<file path="config.mk">
export PLATFORM = sky130hd
export DESIGN_NAME = stream_dispatch
export DESIGN_NICKNAME = d
export VERILOG_FILES = /design/src/rtl/stream_dispatch_pkg.sv /design/src/rtl/stream_dispatch_credit_counter.sv /design/src/rtl/stream_dispatch.sv
export SDC_FILE = /design/constraint.sdc
export NUM_CORES = 1
export LEC_CHECK = 0
export CORE_MARGIN = 3
export CORE_UTILIZATION = 39
export CTS_CLUSTER_DIAMETER = 60
export CTS_CLUSTER_SIZE = 30
export DETAILED_ROUTE_END_ITERATION = 6
export PLACE_DENSITY = 0.85
export SLEW_MARGIN = 15
export SYNTH_ARGS = -nofsm -noshare
export SYNTH_HDL_FRONTEND = slang
export SYNTH_SLANG_ARGS = --single-unit
export TNS_END_PERCENT = 1
</file>
<file path="constraint.sdc">
create_clock -name clk_i -period 2.15 [get_ports clk_i]
set_input_delay 0.215 -clock clk_i [delete_from_list [all_inputs] [get_ports clk_i]]
set_output_delay 0.215 -clock clk_i [all_outputs]
set_load 0.03 [all_outputs]
</file>
<file path="src/rtl/stream_dispatch_pkg.sv">
// Shared definitions for the stream dispatcher.
// The statistics types are consumed only when STREAM_DISPATCH_STATS_EN is defined.
package stream_dispatch_pkg;

    // Width of each per-port dispatch statistics counter.
    localparam int STATS_W = 32;

    // One per-port wrapping dispatch counter.
    typedef logic [STATS_W-1:0] dispatch_stats_t;

    // Value the sticky credit-error flag takes once an overflow has been seen.
    localparam logic CREDIT_ERR_SET = 1'b1;

endpackage

</file>
<file path="src/rtl/stream_dispatch_credit_counter.sv">
// Per-port credit counter for the stream dispatcher.
// Starts full, decrements on dispatch and increments on completion. When both
// events hit in the same cycle the count is unchanged. A completion on a full
// counter saturates and raises a one-cycle overflow pulse.
module stream_dispatch_credit_counter #(
    parameter int CREDITS      = 4,
    parameter int CREDIT_WIDTH = $clog2(CREDITS + 1)
) (
    input  logic                    clk_i,
    input  logic                    rst_ni,
    input  logic                    dispatch_i,
    input  logic                    complete_i,
    output logic [CREDIT_WIDTH-1:0] count_o,
    output logic                    nonzero_o,
    output logic                    overflow_o
);

    typedef logic [CREDIT_WIDTH-1:0] credit_t;

    localparam credit_t FULL = credit_t'(CREDITS);
    localparam credit_t ONE  = credit_t'(1);

    credit_t count_q;
    credit_t count_d;

    // Next credit value: net effect of dispatch and completion, saturating at full.
    always_comb begin
        count_d    = count_q;
        overflow_o = 1'b0;
        if (dispatch_i && !complete_i) begin
            count_d = count_q - ONE;
        end else if (complete_i && !dispatch_i) begin
            if (count_q == FULL) begin
                overflow_o = 1'b1;
            end else begin
                count_d = count_q + ONE;
            end
        end
    end

    // Credit register, refilled to full on reset.
    always_ff @(posedge clk_i or negedge rst_ni) begin
        if (!rst_ni) begin
            count_q <= FULL;
        end else begin
            count_q <= count_d;
        end
    end

    assign count_o   = count_q;
    assign nonzero_o = (count_q != '0);

endmodule

</file>
<file path="src/rtl/stream_dispatch.sv">
// Round-robin credit-based stream dispatcher.
// Picks a destination port for each id-less input transfer among ports that are
// enabled and hold credit, and emits payload plus id on a registered output.
// Optional macro STREAM_DISPATCH_STATS_EN adds per-port wrapping dispatch counts.
module stream_dispatch
    import stream_dispatch_pkg::*;
#(
    parameter int PORTS        = 2,
    parameter int ID_WIDTH     = $clog2(PORTS),
    parameter int CREDITS      = 4,
    parameter int CREDIT_WIDTH = $clog2(CREDITS + 1),
    parameter int DATA_W       = 8
) (
    input  logic                          clk_i,
    input  logic                          rst_ni,
    input  logic                          stream_in_valid_i,
    input  logic [DATA_W-1:0]             stream_in_data_i,
    output logic                          stream_in_ready_o,
    output logic                          stream_out_valid_o,
    output logic [DATA_W-1:0]             stream_out_data_o,
    input  logic                          stream_out_ready_i,
    output logic [ID_WIDTH-1:0]           stream_out_id_o,
    input  logic [PORTS-1:0]              port_enable_i,
    input  logic [PORTS-1:0]              port_complete_i,
    output logic [PORTS*CREDIT_WIDTH-1:0] port_credit_o,
`ifdef STREAM_DISPATCH_STATS_EN
    output logic [PORTS*STATS_W-1:0]      dispatch_count_o,
`endif
    output logic                          credit_error_o
);

    typedef logic [ID_WIDTH-1:0]     index_t;
    typedef logic [CREDIT_WIDTH-1:0] credit_t;

    if (PORTS < 2) begin : g_bad_ports
        $error("stream_dispatch: PORTS must be greater than 1");
    end
    if (CREDITS < 1) begin : g_bad_credits
        $error("stream_dispatch: CREDITS must be at least 1");
    end

    logic [PORTS-1:0] eligible;
    logic [PORTS-1:0] nonzero;
    logic [PORTS-1:0] overflow;
    logic [PORTS-1:0] dispatch;
    logic             grant_found;
    index_t           grant_idx;
    logic             accept;

    index_t           rr_q;
    index_t           rr_d;
    logic             out_valid_q;
    index_t           out_id_q;
    logic [DATA_W-1:0] out_data_q;
    logic             credit_error_q;

    assign eligible = port_enable_i & nonzero;

    // Grant the first eligible port at or above the rr pointer, wrapping around.
    always_comb begin
        int     p;
        index_t pi;
        grant_found = 1'b0;
        grant_idx   = '0;
        for (int k = 0; k < PORTS; k++) begin
            p = int'(rr_q) + k;
            if (p >= PORTS) begin
                p = p - PORTS;
            end
            pi = index_t'(p);
            if (!grant_found && eligible[pi]) begin
                grant_found = 1'b1;
                grant_idx   = pi;
            end
        end
    end

    // Ready needs an eligible port and room in the output register; held low in reset.
    assign stream_in_ready_o = rst_ni && grant_found && (!out_valid_q || stream_out_ready_i);
    assign accept            = stream_in_valid_i && stream_in_ready_o;

    // Pointer advances past the granted port only when a transfer is accepted.
    always_comb begin
        rr_d = rr_q;
        if (accept) begin
            rr_d = (grant_idx == index_t'(PORTS - 1)) ? '0 : grant_idx + index_t'(1);
        end
    end

    // Control state: rr pointer, output valid/id and sticky credit error.
    always_ff @(posedge clk_i or negedge rst_ni) begin
        if (!rst_ni) begin
            rr_q           <= '0;
            out_valid_q    <= 1'b0;
            out_id_q       <= '0;
            credit_error_q <= 1'b0;
        end else begin
            rr_q <= rr_d;
            if (accept) begin
                out_valid_q <= 1'b1;
                out_id_q    <= grant_idx;
            end else if (stream_out_ready_i) begin
                out_valid_q <= 1'b0;
            end
            if (|overflow) begin
                credit_error_q <= CREDIT_ERR_SET;
            end
        end
    end

    // Payload register; qualified by valid so it needs no reset.
    always_ff @(posedge clk_i) begin
        if (accept) begin
            out_data_q <= stream_in_data_i;
        end
    end

    for (genvar i = 0; i < PORTS; i++) begin : g_port
        credit_t count;

        assign dispatch[i] = accept && (grant_idx == index_t'(i));

        stream_dispatch_credit_counter #(
            .CREDITS      (CREDITS),
            .CREDIT_WIDTH (CREDIT_WIDTH)
        ) u_credit (
            .clk_i      (clk_i),
            .rst_ni     (rst_ni),
            .dispatch_i (dispatch[i]),
            .complete_i (port_complete_i[i]),
            .count_o    (count),
            .nonzero_o  (nonzero[i]),
            .overflow_o (overflow[i])
        );

        assign port_credit_o[i*CREDIT_WIDTH +: CREDIT_WIDTH] = count;

`ifdef STREAM_DISPATCH_STATS_EN
        dispatch_stats_t stat_q;

        // Wrapping count of transfers dispatched to this port.
        always_ff @(posedge clk_i or negedge rst_ni) begin
            if (!rst_ni) begin
                stat_q <= '0;
            end else if (dispatch[i]) begin
                stat_q <= stat_q + dispatch_stats_t'(1);
            end
        end

        assign dispatch_count_o[i*STATS_W +: STATS_W] = stat_q;
`endif
    end

    assign stream_out_valid_o = out_valid_q;
    assign stream_out_data_o  = out_data_q;
    assign stream_out_id_o    = out_id_q;
    assign credit_error_o     = credit_error_q;

endmodule

</file>
==> flow_summary.ini, run 1 <==
[yosys]
ys_ff_latch = 18
yosysSeqAreaShare_pct = 53.0
synth_warnings = 0
syn_avg_cell_area_um2 = 12.1
syn_inst = 77
synth_ff_type = edfxtp_1
async_flop_share_pct = 55.6
synth.distinct_cells = 29
synth.cell_area_um2 = 931
synth_edf_count = 8
syn_nets = 99

[critical_path]
cpPeakStageDelay_ns = 0.60
critPathCaptureType = register
cp-start-kind = register
critPathKind = register to register
crit_family = adder cells
path_cells = o31a_1 > nand4_1 > nor2_1 > ha_1 > fa_2 > o22a_2
crit_fanout = 7
required_ns = 2.34
crit_path_top_delay_cell = dfstp_2
cp.arrival_ns = 2.22
r2r_cells = 6
cp_num_buf_inv = 0
cp_num_cells = 6

[grt]
overflow = 0
grt_max_degree = 11
grt_util_all_layers_pct = 14.5
grt_pass1_wl_mm = 3.13
grt_pass1_vias = 725
antenna_found_initial = 0

[layout]
drive_gt1_share_pct = 20.0
area_delta_synth_final_pct = 51.3
final-instance-count-excl-fill = 153
n_antenna_cell = 0
fillers = 184
fin_nets = 148

[sta]
finalSetupViolations = 0
max_slew_margin_pct = 78.5
finalWorstPathRequiredPeriod_ns = 2.03
finalSetupTns_ns = 0
fmax_ghz = 0.494
maxSlewViolCount = 0
period_share_pct = 94.2
hold_viol = 0
grt_setup_unrepaired = true
finClkSkew_ns = 0.00193
tightest_slew_ns = 0.322

[power]
leakage_nw = 0.574
report.power.total_mw = 1.57
ir_drop_uv = 710
pwr_density_cell_mw_per_mm2 = 1110

[floorplan]
dieWidth_um = 54.9
initial_utilization_pct = 41.7
dieArea_mm2 = 0.00301
die_h_um = 54.9
fp-row-count = 17
io_pins = 34
fp.coreArea_mm2 = 0.00223

[drt]
drt_iter0_drc = 15
drc_errors = 0
vias = 755
wl_mm = 2.12
post_drt_wl_per_cell_um = 13.9
drt_first_pass_iters = 4
routed_via_density = 4.93
ant_nets = 0

[cts]
cts_hold_buffers = 0
cts_buffers = 3
cts.sinks = 18
clockRootBuffer = clkbuf_4
cts_max_path_buffers = 2
clkTransAtPathRegs_ns = 0.10
tritoncts = built
htree_levels = 1
clock_latency_ns = 0.29

[place]
finalWeightedCongestion = 0.837
place_inst = 147
dp_hpwl_mm = 1.69
io_buffers = 33

[run_status]
run_status = finished clean

[hold_path]
hold_path.class = input port to async pin

[run]
cap_violations = 0
-- sequential cells by signal, indices dropped and copies added, names as in the netlist --
register                 cells
stream_out_valid_o           1
rr_q                         1
stream_out_data_o            8
g_port.u_credit.count_o      6
credit_error_o               1
stream_out_id_o              1
-- power breakdown --
part / internal (mW) / total, mW / switching, mW
combinational: 0.409 / 0.837 / 0.428
sequential: 0.467 / 0.561 / 0.0943
clock: 0.0674 / 0.170 / 0.103
-- Yosys cell counts, types with 2 or more instances --
| library cell | instances | area, µm² |
|---|---|---|
| a21o_1 | 2 | 15.0 |
| a21oi_1 | 3 | 15.0 |
| a31oi_1 | 2 | 12.5 |
| dfrtp_1 | 8 | 200 |
| dfstp_2 | 2 | 52.6 |
| edfxtp_1 | 8 | 240 |
| fa_1 | 2 | 40.0 |
| ha_1 | 4 | 50.1 |
| inv_1 | 4 | 15.0 |
| nand2b_1 | 5 | 31.3 |
| nand4b_1 | 2 | 17.5 |
| nor2_1 | 9 | 33.8 |
| nor3_1 | 2 | 10.0 |
| nor3b_1 | 4 | 30.0 |
| o21ai_0 | 4 | 20.0 |
| o31a_1 | 2 | 17.5 |
| xor2_1 | 2 | 17.5 |
-- routing by layer --
metal	track usage (%)	vias to the layer above	wire length (µm)
met5	0	-	0
met4	8.30	0	0
met3	0	0	16
met2	24.0	4	1160
met1	19.0	370	942
li1	-	381	-
-- worst paths after layout --
| kind | from | endpoint | slack (ns) |
|---|---|---|---|
| worst max-delay path | g_port[1].u_credit.count_o[2] | g_port[1].u_credit.count_o[1] | 0.12 |
| worst min-delay path | rst_ni | stream_out_valid_o | 0.34 |
| worst max register to register | g_port[1].u_credit.count_o[2] | g_port[1].u_credit.count_o[1] | 0.12 |
| worst min register to register | credit_error_o | credit_error_o | 0.50 |
| max in group asynchronous | rst_ni | g_port[0].u_credit.count_o[2] | 1.55 |
| min in group clk_i | stream_in_data_i[6] | stream_out_data_o[6] | 0.48 |
-- cells in the final DEF (no fill, tap or decap), types with 4 or more instances in the layout --
cell	count
dfrtp_1	7
nor2_1	9
edfxtp_1	8
nand2b_1	5
inv_1	4
nor3b_1	4
o21ai_0	4
buf_4	12
clkdlybuf4s50_1	32
-- what timing repair did --
| action | CTS | global route |
|---|---|---|
| buffers inserted | 0 | 2 |
| gates resized for setup | 0 | 1 |
| setup endpoints to repair | 0 | 2 |
-- kinds of logic (layout without fill, tap and decap cells) --
| group | Yosys count | after routing | synth area share, % |
|---|---|---|---|
| adder cells (fa/ha/maj) | 6 | 6 | 9.68 |
| multiplexers | 1 | 1 | 2.42 |
| AO/OA/AOI/OAI | 18 | 18 | 13.3 |
| flip-flops | 18 | 18 | 53.0 |
| AND/OR/NAND/NOR | 28 | 28 | 18.1 |
| XOR/XNOR | 2 | 2 | 1.88 |
| buffers and inverters | 4 | 52 | 1.61 |
-- layout make-up --
cell class / count / area [µm²] / area share, %
inverters: 4 / 15.0 / 1.07
repair buffers: 44 / 410 / 29.1
flip-flops and latches: 18 / 494 / 35.1
well taps: 28 / 35.0 / 2.49
multi-input cells: 55 / 428 / 30.4
clock inverters: 1 / 3.75 / 0.266
clock buffers: 3 / 22.5 / 1.60
-- through the flow --
stage | setup slack, ns | hold WS, ns | utilization [%] | cell area (µm²)
after floorplan | -0.00862 | -0.0806 | - | 935
after global placement | 0.0354 | 0.467 | 61.1 | 1370
after CTS | 0.0947 | 0.330 | 62.3 | 1390
final | 0.124 | 0.344 | 63.1 | 1410
after global routing | -0.0160 | 0.355 | 63.1 | 1410
after detailed placement | -0.00751 | 0.473 | 61.1 | 1370
Note: power is estimated with default switching activity, not from simulation.
==> inputs of run 2 (changes only) <==
- CORE_UTILIZATION: 39 -> 43
- PLACE_DENSITY: 0.85 -> 0.89
- SKIP_LAST_GASP: default -> 1
- clock period: 2.15 -> 2.19 ns (I/O delays scaled with it)
==> run 2 against run 1 <==
Effect of this change: final cell count shrank 1.3%; sequential power increased by 4.1%; largest power group unchanged; hold slack got worse by 0.028 ns; die area down 8.3%; design area decreased by 0.71%; critical endpoint is now g_port[0].u_credit.count_o[1]; critical path type unchanged.
==> flow_summary.ini, run 2 (synthesis results as in run 1) <==
[power]
ir_drop_uv = 653
pwr_density_cell_mw_per_mm2 = 1110
leakage_nw = 0.569
report.power.total_mw = 1.56

[critical_path]
cpPeakStageDelay_ns = 0.63
cp.arrival_ns = 2.31
path_cells = o31a_1 > nand4_2 > a21oi_1 > ha_1 > fa_2 > o22a_1
required_ns = 2.38
critPathCaptureType = register
critPathKind = register to register
crit_path_top_delay_cell = dfstp_2
cp-start-kind = register
crit_fanout = 8

[layout]
final_core_util_pct = 69.9
layout_commonest_cell = clkdlybuf4s50_1
drive_gt1_share_pct = 19.4
layout_common_cells = clkdlybuf4s50_1, buf_4, nor2_1
fin_nets = 147
area_delta_synth_final_pct = 50.3
final-instance-count-excl-fill = 151
largest_register_ff_count = 8
n_antenna_cell = 0

[place]
pre_cts_slack_ns = 0.0303
io_buffers = 33
finalWeightedCongestion = 0.766
dp_hpwl_mm = 1.88
place_inst = 146

[grt]
grt_pass1_wl_mm = 3.72
overflow = 0
grt_util_all_layers_pct = 18.6
antenna_found_initial = 0
grt_max_degree = 11
grt_pass1_vias = 839

[floorplan]
initial_utilization_pct = 46.5
dieWidth_um = 52.5
dieArea_mm2 = 0.00276
io_pins = 34
fp.coreArea_mm2 = 0.00200
fp-row-count = 16
die_h_um = 52.5

[drt]
drc_errors = 0
drt_first_pass_iters = 4
post_drt_wl_per_cell_um = 16.4
wl_mm = 2.47
ant_nets = 0
routed_via_density = 5.41
vias = 817
drt_iter0_drc = 21

[sta]
fmax_ghz = 0.471
maxSlewViolCount = 0
max_slew_margin_pct = 76.3
finalWorstPathRequiredPeriod_ns = 2.12
fin_ws_ns = 0.0675
period_share_pct = 96.9
tightest_slew_ns = 0.355
finClkSkew_ns = 0.00453
holdWs_ns = 0.316
finalSetupViolations = 0
hold_viol = 0

[cts]
cts_hold_buffers = 0
clock_latency_ns = 0.29
cts_max_path_buffers = 2
clockRootBuffer = clkbuf_4
cts.sinks = 18
htree_levels = 1
cts_buffers = 3
tritoncts = built
clkTransAtPathRegs_ns = 0.11

[hold_path]
hold_path.class = input port to async pin

[run]
cap_violations = 0

[run_status]
run_status = finished clean
## run 2: repair_timing
| action | 4_1_cts | 5_1_grt |
|---|---|---|
| gates resized for setup | 0 | 2 |
| setup endpoints to repair | 0 | 1 |
| buffers inserted | 0 | 1 |
| hold endpoints to repair | 0 | 0 |
## run 2: cell type report
class | count | area (µm²)
fill | 140 | 603
clock buffer | 3 | 22.5
multi-input combinational | 55 | 425
clock inverter | 1 | 3.75
timing repair buffer | 43 | 403
sequential | 18 | 495
tap | 27 | 33.8
inverter | 4 | 15.0
## run 2: metal layers
metal	wire, µm	GRT usage [%]	up-vias
met5	0	0	-
met4	26	8.09	0
met3	74	1.99	4
met2	1340	33.9	22
met1	1030	21.5	415
li1	-	-	376
## run 2: final timing paths
| kind | from | end | slack [ns] | cells after the start |
|---|---|---|---|---|
| min in group clk_i | stream_in_data_i[0] | stream_out_data_o[0] | 0.48 | 1 |
| max reg2reg | g_port[0].u_credit.count_o[2] | g_port[0].u_credit.count_o[1] | 0.07 | 6 |
| max | g_port[0].u_credit.count_o[2] | g_port[0].u_credit.count_o[1] | 0.07 | 6 |
| max in group asynchronous | rst_ni | g_port[0].u_credit.count_o[2] | 1.66 | 2 |
| min reg2reg | credit_error_o | credit_error_o | 0.50 | 1 |
| min | rst_ni | g_port[0].u_credit.count_o[1] | 0.32 | 2 |
## run 2: worst max-delay path, delay by kind of cell, from the launching register on
kind / cells / cell delay (ns)
compound gates: 3 / 0.59
fa+ha+maj: 2 / 0.66
flops: 1 / 0.63
simple gates: 1 / 0.13
## run 2: report_power, final
group	internal (mW)	switching (mW)
clock network	0.0663	0.105
registers	0.461	0.123
logic	0.382	0.419
## run 2: per-stage QoR
| step | TNS (ns) | cell area (µm²) |
|---|---|---|
| 4_1_cts | 0 | 1390 |
| 3_3_place_gp | 0 | 1360 |
| 2_1_floorplan | 0 | 932 |
| 6_report | 0 | 1400 |
| 3_5_place_dp | 0 | 1360 |
| 5_1_grt | -0.00380 | 1400 |
